==> src/rtl/cpu_axi_pkg.sv <==
// Shared types and constants for the CPU-side AXI port arbiter.
package cpu_axi_pkg;

  typedef enum logic [2:0] {
    IDLE,
    RD_ADDR,
    RD_DATA,
    WR_REQ,
    WR_RESP
  } state_t;

  localparam logic [3:0] ID_INST = 4'd0;
  localparam logic [3:0] ID_DATA = 4'd1;

  localparam logic [2:0] SIZE_B = 3'd0;
  localparam logic [2:0] SIZE_H = 3'd1;
  localparam logic [2:0] SIZE_W = 3'd2;

endpackage

==> src/rtl/axi_port_arbiter.sv <==
// Serialises IF fetches and MEM loads/stores onto one AXI master port,
// one transaction outstanding; data requests win over fetches.
module axi_port_arbiter
  import cpu_axi_pkg::*;
#(
  parameter int ADDR_W = 32,
  parameter int DATA_W = 32
) (
  input  logic              clk,
  input  logic              rst,
  input  logic              inst_req,
  input  logic [ADDR_W-1:0] inst_addr,
  output logic              inst_addr_ok,
  output logic [DATA_W-1:0] inst_rdata,
  output logic              inst_data_ok,
  input  logic              data_req,
  input  logic              data_wr,
  input  logic [2:0]        data_size,
  input  logic [3:0]        data_wstrb,
  input  logic [ADDR_W-1:0] data_addr,
  input  logic [DATA_W-1:0] data_wdata,
  output logic              data_addr_ok,
  output logic [DATA_W-1:0] data_rdata,
  output logic              data_data_ok,
  output logic [3:0]        arid,
  output logic [ADDR_W-1:0] araddr,
  output logic [2:0]        arsize,
  output logic              arvalid,
  input  logic              arready,
  input  logic [DATA_W-1:0] rdata,
  input  logic              rvalid,
  output logic              rready,
  output logic [ADDR_W-1:0] awaddr,
  output logic [2:0]        awsize,
  output logic              awvalid,
  input  logic              awready,
  output logic [DATA_W-1:0] wdata,
  output logic [3:0]        wstrb,
  output logic              wvalid,
  input  logic              wready,
  input  logic              bvalid,
  output logic              bready
);

  state_t state, state_next;

  logic [ADDR_W-1:0] addr_q;
  logic [2:0]        size_q;
  logic [3:0]        wstrb_q;
  logic [DATA_W-1:0] wdata_q;
  logic              owner_q;   // 1 = data requester
  logic              aw_done, w_done;
  logic              aw_fin, w_fin;

  // A handshake completing this cycle counts as done, so both may finish together.
  assign aw_fin = aw_done | awready;
  assign w_fin  = w_done  | wready;

  always_ff @(posedge clk) begin
    if (!rst) state <= IDLE;
    else      state <= state_next;
  end

  always_comb begin
    state_next = state;
    unique case (state)
      IDLE: begin
        if (data_req)      state_next = data_wr ? WR_REQ : RD_ADDR;
        else if (inst_req) state_next = RD_ADDR;
      end
      RD_ADDR: if (arready)         state_next = RD_DATA;
      RD_DATA: if (rvalid)          state_next = IDLE;
      WR_REQ:  if (aw_fin && w_fin) state_next = WR_RESP;
      WR_RESP: if (bvalid)          state_next = IDLE;
      default:                      state_next = IDLE;
    endcase
  end

  always_comb begin
    data_addr_ok = rst && (state == IDLE) && data_req;
    inst_addr_ok = rst && (state == IDLE) && inst_req && !data_req;
    arvalid      = (state == RD_ADDR);
    rready       = (state == RD_DATA);
    awvalid      = (state == WR_REQ) && !aw_done;
    wvalid       = (state == WR_REQ) && !w_done;
    bready       = (state == WR_RESP);
  end

  assign arid   = owner_q ? ID_DATA : ID_INST;
  assign araddr = {addr_q[ADDR_W-1:2], 2'b00};
  assign arsize = size_q;
  assign awaddr = addr_q;
  assign awsize = size_q;
  assign wdata  = wdata_q;
  assign wstrb  = wstrb_q;

  always_ff @(posedge clk) begin
    if (!rst) begin
      addr_q       <= '0;
      size_q       <= '0;
      wstrb_q      <= '0;
      wdata_q      <= '0;
      owner_q      <= 1'b0;
      aw_done      <= 1'b0;
      w_done       <= 1'b0;
      inst_rdata   <= '0;
      data_rdata   <= '0;
      inst_data_ok <= 1'b0;
      data_data_ok <= 1'b0;
    end else begin
      inst_data_ok <= 1'b0;
      data_data_ok <= 1'b0;

      if (data_addr_ok) begin
        addr_q  <= data_addr;
        size_q  <= data_size;
        wstrb_q <= data_wstrb;
        wdata_q <= data_wdata;
        owner_q <= 1'b1;
      end else if (inst_addr_ok) begin
        addr_q  <= inst_addr;
        size_q  <= SIZE_W;
        owner_q <= 1'b0;
      end

      if (state == RD_DATA && rvalid) begin
        if (owner_q) begin
          data_rdata   <= rdata;
          data_data_ok <= 1'b1;
        end else begin
          inst_rdata   <= rdata;
          inst_data_ok <= 1'b1;
        end
      end

      if (state == WR_REQ) begin
        if (aw_fin && w_fin) begin
          aw_done <= 1'b0;
          w_done  <= 1'b0;
        end else begin
          if (awvalid && awready) aw_done <= 1'b1;
          if (wvalid && wready)   w_done  <= 1'b1;
        end
      end

      if (state == WR_RESP && bvalid) data_data_ok <= 1'b1;
    end
  end

endmodule

==> config.mk <==
export PLATFORM = sky130hd
export DESIGN_NAME = axi_port_arbiter
export DESIGN_NICKNAME = d
export VERILOG_FILES = /design/src/rtl/cpu_axi_pkg.sv /design/src/rtl/axi_port_arbiter.sv
export SDC_FILE = /design/constraint.sdc
export NUM_CORES = 1
export LEC_CHECK = 0
export ABC_AREA = 1
export CORE_MARGIN = 4
export CORE_UTILIZATION = 38
export CTS_CLUSTER_DIAMETER = 150
export DETAILED_ROUTE_END_ITERATION = 10
export GPL_TIMING_DRIVEN = 0
export PLACE_DENSITY = 0.81
export RECOVER_POWER = 100
export SLEW_MARGIN = 15
export SYNTH_ARGS = -nofsm -noshare
export SYNTH_HDL_FRONTEND = slang
export SYNTH_SLANG_ARGS = --single-unit
==> constraint.sdc <==
create_clock -name clk -period 1.78 [get_ports clk]
set_clock_uncertainty 0.15 [all_clocks]
set_input_delay 0.178 -clock clk [delete_from_list [all_inputs] [get_ports clk]]
set_output_delay 0.178 -clock clk [all_outputs]
set_load 0.02 [all_outputs]
Word-level counts from Yosys, hierarchy flattened

Index checks and enable logic that the tools add are counted.

Equality and inequality tests: 9
Muxes and demuxes: 23
Bitwise gates (word level): 3
Reductions and logical operators: 24

Operators with widths:

| cell                                                                    | count |
|---|---|
| 32-bit two-way mux                                                      | 2 |
| 3-bit two-way mux                                                       | 8 |
| 3-bit one-hot mux with 5 select lines                                   | 1 |
| 1-bit logical AND                                                       | 11 |
| 1-bit two-way mux                                                       | 11 |
| 2-bit AND reduction                                                     | 5 |
| 3-bit by 2-bit equality test with 1-bit output, second input constant   | 2 |
| 2-bit inequality test, second input constant                            | 3 |
| 2-bit nonzero test                                                      | 3 |
| 5-bit AND reduction                                                     | 1 |
| 3-bit by 1-bit equality test with 1-bit output, second input constant   | 1 |
| 3-bit equality test, second input constant                              | 1 |
| 1-bit logical NOT                                                       | 3 |
| 3-bit logical NOT                                                       | 1 |
| 3-bit inequality test, second input constant                            | 1 |
| 2-bit two-way mux                                                       | 1 |
| 2-bit by 1-bit inequality test with 1-bit output, second input constant | 1 |
| 1-bit OR                                                                | 2 |
| 1-bit inverter                                                          | 1 |

Register bits: 143
Bits of input ports: 145
Output and inout bits: 183
Logic and storage cells: 71

Logic depth before layout (Yosys ltp)

Word-level depth: 6
Gate-level depth with buffers: 10
Depth with buffers taken out: 10

Worst setup path after synthesis

Ideal clock, no wire load.

Path type: register -> output
Start point: register state[0]
End point: output inst_addr_ok
Data arrival time: 1,220 ps
Data required time: 1,452 ps
Setup slack: 232 ps
Stages on the path, launching flop included: 5
Path through: dfxtp_1 buf_2 inv_2 nand3_4 nor3b_1

Cells in the longest elaborated chain, start to end: 4

RTL lines:

| item                            | line                   | text |
|---|---|---|
| start: declaration              | axi_port_arbiter.sv:45 | `state_t state, state_next;` |
| start signal: assignment        | axi_port_arbiter.sv:61 | `else state <= state_next;` |
| 3-bit logical NOT               | axi_port_arbiter.sv:81 | `inst_addr_ok = rst && (state == IDLE) && inst_req && !data_req;` |
| 1-bit logical AND (3 in series) | axi_port_arbiter.sv:81 |  |
| end: declaration                | axi_port_arbiter.sv:13 | `output logic inst_addr_ok,` |

Every way passes these cells.

Final worst setup path

Start point: register addr_q[11] (netlist: awaddr[11])
End point: output araddr[11]

RTL lines:

| item                     | line                    | text |
|---|---|---|
| start: declaration       | axi_port_arbiter.sv:47  | `logic [ADDR_W-1:0] addr_q;` |
| start signal: assignment | axi_port_arbiter.sv:115 | `addr_q <= data_addr;` |
| start signal: assignment | axi_port_arbiter.sv:121 | `addr_q <= inst_addr;` |
| end: declaration         | axi_port_arbiter.sv:26  | `output logic [ADDR_W-1:0] araddr,` |

No word-level cell between the ends.

==> results.py <==
metrics = {
    "synthesis": {
        "netlist_area_sq_um": 6180,
        "synth-async-reset-ratio": 0,
        "synth_area_per_cell_sq_um": 7.37,
        "yosys_warnings": 0,
        "synth_cell_types": 25,
        "yosysTopAreaCell": "dfxtp_1",
        "synth_area_leaders": "dfxtp_1 46%, nand2_1 15%, a21oi_1 8.4%, nand3_1 8.2%, buf_4 5.5%",
        "synth_edf_count": 0,
        "synth_cells": 839,
        "ys_seq_area_frac": 0.463,
        "ys_seq_elements": 143,
        "yosysTopAreaCellShare": 0.463,
        "synth_flop_cell": "dfxtp_1",
    },
    "timing": {
        "finalHoldViolations": 0,
        "max_slew_margin": 0.589,
        "tightest_slew_ns": 0.617,
        "fmax_mhz": 574,
        "period_share": 0.978,
        "post-route-min-period_ns": 1.74,
        "setup_viol": 0,
        "whs_ns": 0.150,
        "tns_ns": 0,
        "maxSlewViolCount": 0,
    },
    "clock_network": {
        "ctsHoldBuffers": 0,
        "worstSkewPairLatency_ns": 0.42,
        "cts_tree": "built",
        "htree_levels": 4,
        "path_clk_slew_ns": 0.07,
        "cts_buffer_depth": 2,
        "cts.sinks": 143,
        "cts_buffers": 17,
        "cts_root_buf": "clkbuf_16",
    },
    "critical_path": {
        "cp_data_required_time_ns": 1.45,
        "worstPathCellList": "clkdlybuf4s50_1",
        "startpoint_type": "flop",
        "crit_slowest_cell": "clkdlybuf4s50_1",
        "crit_type": "reg -> out",
        "path_depth": 1,
        "arrival_ns": 1.41,
        "endpoint_kind": "output pin",
        "reg2reg_depth": 8,
        "max_stage_delay_ns": 0.63,
        "cp_max_fo": 3,
        "path_buf_inv": 1,
        "critical_path.top_delay_family": "buffers and inverters",
    },
    "floorplanning": {
        "die_x_um": 136,
        "start_util": 0.388,
        "dieArea_sq_um": 18400,
        "die_h_um": 136,
        "coreArea_sq_um": 15900,
        "row_count": 46,
        "ios": 328,
    },
    "place": {
        "dp_hpwl_mm": 17.7,
        "port_buffers": 321,
        "placed_area_sq_um": 9680,
        "globalplace.congestion": 0.865,
    },
    "run": {
        "maxCapViolCount": 0,
    },
    "power_and_ir_drop": {
        "vdd_drop_max_uv": 671,
        "power_density_nw_per_um2": 1160,
        "cellLeakagePower_nw": 4.72,
    },
    "routing": {
        "via_per_inst": 4.79,
        "finalWirelength_mm": 22.9,
        "drc_errors": 0,
        "dr.pass1.iters": 5,
        "wl_per_cell_um": 16.1,
        "drt_iter0_drc": 273,
        "antenna_left": 0,
        "via_count": 6804,
    },
    "run_status": {
        "status": "finished clean",
    },
    "global_route": {
        "grt_max_degree": 19,
        "antenna_found_initial": 3,
        "grt.overflow.total": 0,
        "grt_pass1_wl_mm": 35.4,
        "grt_use_total": 0.246,
        "grt_pass1_vias": 6794,
    },
    "layout": {
        "fin_area_sq_um": 10400,
        "nFillCells": 1398,
        "regArea_sq_um": 2870,
        "multiInputGateArea_sq_um": 2380,
        "finalNetCount": 1334,
        "drive_gt1_frac": 0.119,
        "syn2layout_area_growth_pct": 67.8,
    },
    "worst_hold_path": {
        "min_path_type": "in -> reg",
        "min_path_cells": 3,
    },
}
[metal layers]
layer / up-vias / part of all wire / wire length (um) / global-route usage
li1: 3326 / - / - / -
met1: 3120 / 0.38 / 8670 / 0.274
met2: 312 / 0.50 / 11400 / 0.422
met3: 46 / 0.090 / 2050 / 0.0873
met4: 0 / 0.030 / 696 / 0.108
met5: - / 0 / 0 / 0
[cells in the final DEF, fill, tap and decap left out, types with 4 or more instances in the layout]
| cell | n |
|---|---|
| a21oi_1 | 104 |
| buf_12 | 8 |
| buf_2 | 23 |
| buf_4 | 52 |
| buf_6 | 6 |
| clkbuf_1 | 15 |
| clkbuf_16 | 17 |
| clkdlybuf4s50_1 | 245 |
| conb_1 | 5 |
| dfxtp_1 | 140 |
| dlygate4sd2_1 | 47 |
| dlymetal6s2s_1 | 22 |
| inv_1 | 73 |
| inv_6 | 4 |
| nand2_1 | 251 |
| nand3_1 | 101 |
| nor2_1 | 16 |
| nor2_4 | 6 |
| o21ai_0 | 24 |
| o21ai_1 | 13 |
[where the power goes]
part           leakage, nW  internal [mW]  switching (mW)
logic                 3.28           2.04            2.46
registers             1.16           3.66           0.307
clock network        0.282           1.99            1.57
[final timing paths]
kind                            slack [ns]             end           start
worst min register to register        0.31  inst_rdata[19]  inst_rdata[19]
worst max-delay path                  0.04      araddr[11]      awaddr[11]
worst min-delay path                  0.15       wdata[11]  data_wdata[11]
worst max register to register        0.12      awaddr[21]        state[1]
[kinds of logic (layout without fill, tap and decap cells)]
kind of cell / count (synthesis) / in the layout / share of synthesized area
AO/OA/AOI/OAI: 141 / 141 / 0.114
flip-flops: 143 / 143 / 0.463
AND/OR/NAND/NOR: 381 / 381 / 0.264
other: 1 / 8 / 0.000606
buffers and inverters: 173 / 532 / 0.159
[layout make-up]
| type | count | share of cell area |
|---|---|---|
| Tap cell | 216 | 0.0260 |
| Sequential cell | 143 | 0.276 |
| Antenna cell | 3 | 0.000723 |
| Timing Repair Buffer | 328 | 0.312 |
| Buffer | 95 | 0.0693 |
| Multi-Input combinational cell | 527 | 0.229 |
| Clock inverter | 15 | 0.0165 |
| Clock buffer | 17 | 0.0410 |
| Inverter | 77 | 0.0291 |
[through the flow]
step                      utilization  worst slack (ns)  total power, mW  cells
after floorplan                     -             0.232             6.47    843
after global placement          0.607            -0.685             8.44   1380
after detailed placement        0.607            -0.708             8.50   1380
after CTS                       0.643           -0.0109             12.0   1413
after global routing            0.651          -0.00431             12.7   1421
final                           0.651            0.0392             12.0   1421
[Yosys cell counts, types with 7 or more instances]
cell,n
nor2_1,16
o21ai_0,24
dfxtp_1,143
a21oi_1,104
inv_1,73
nand2_1,251
buf_2,24
o21ai_1,13
nand3_1,101
buf_4,45
clkbuf_1,17
buf_12,7
[sequential cells by signal, summed over array words and instances, names as in the netlist]
signal,count
data_data_ok,1
aw_done,1
arsize,3
inst_rdata,32
w_done,1
owner_q,1
inst_data_ok,1
state,3
wdata,32
awaddr,32
data_rdata,32
wstrb,4
[repair_timing]
action,in CTS,in global routing
setup buffers,2,5
endpoints found under the setup margin,81,69
pin swaps,1,3
cloned,0,0
gates resized for setup,92,34
endpoints found under the hold margin,0,0
No activity file was read; power rests on OpenSTA's default activity.
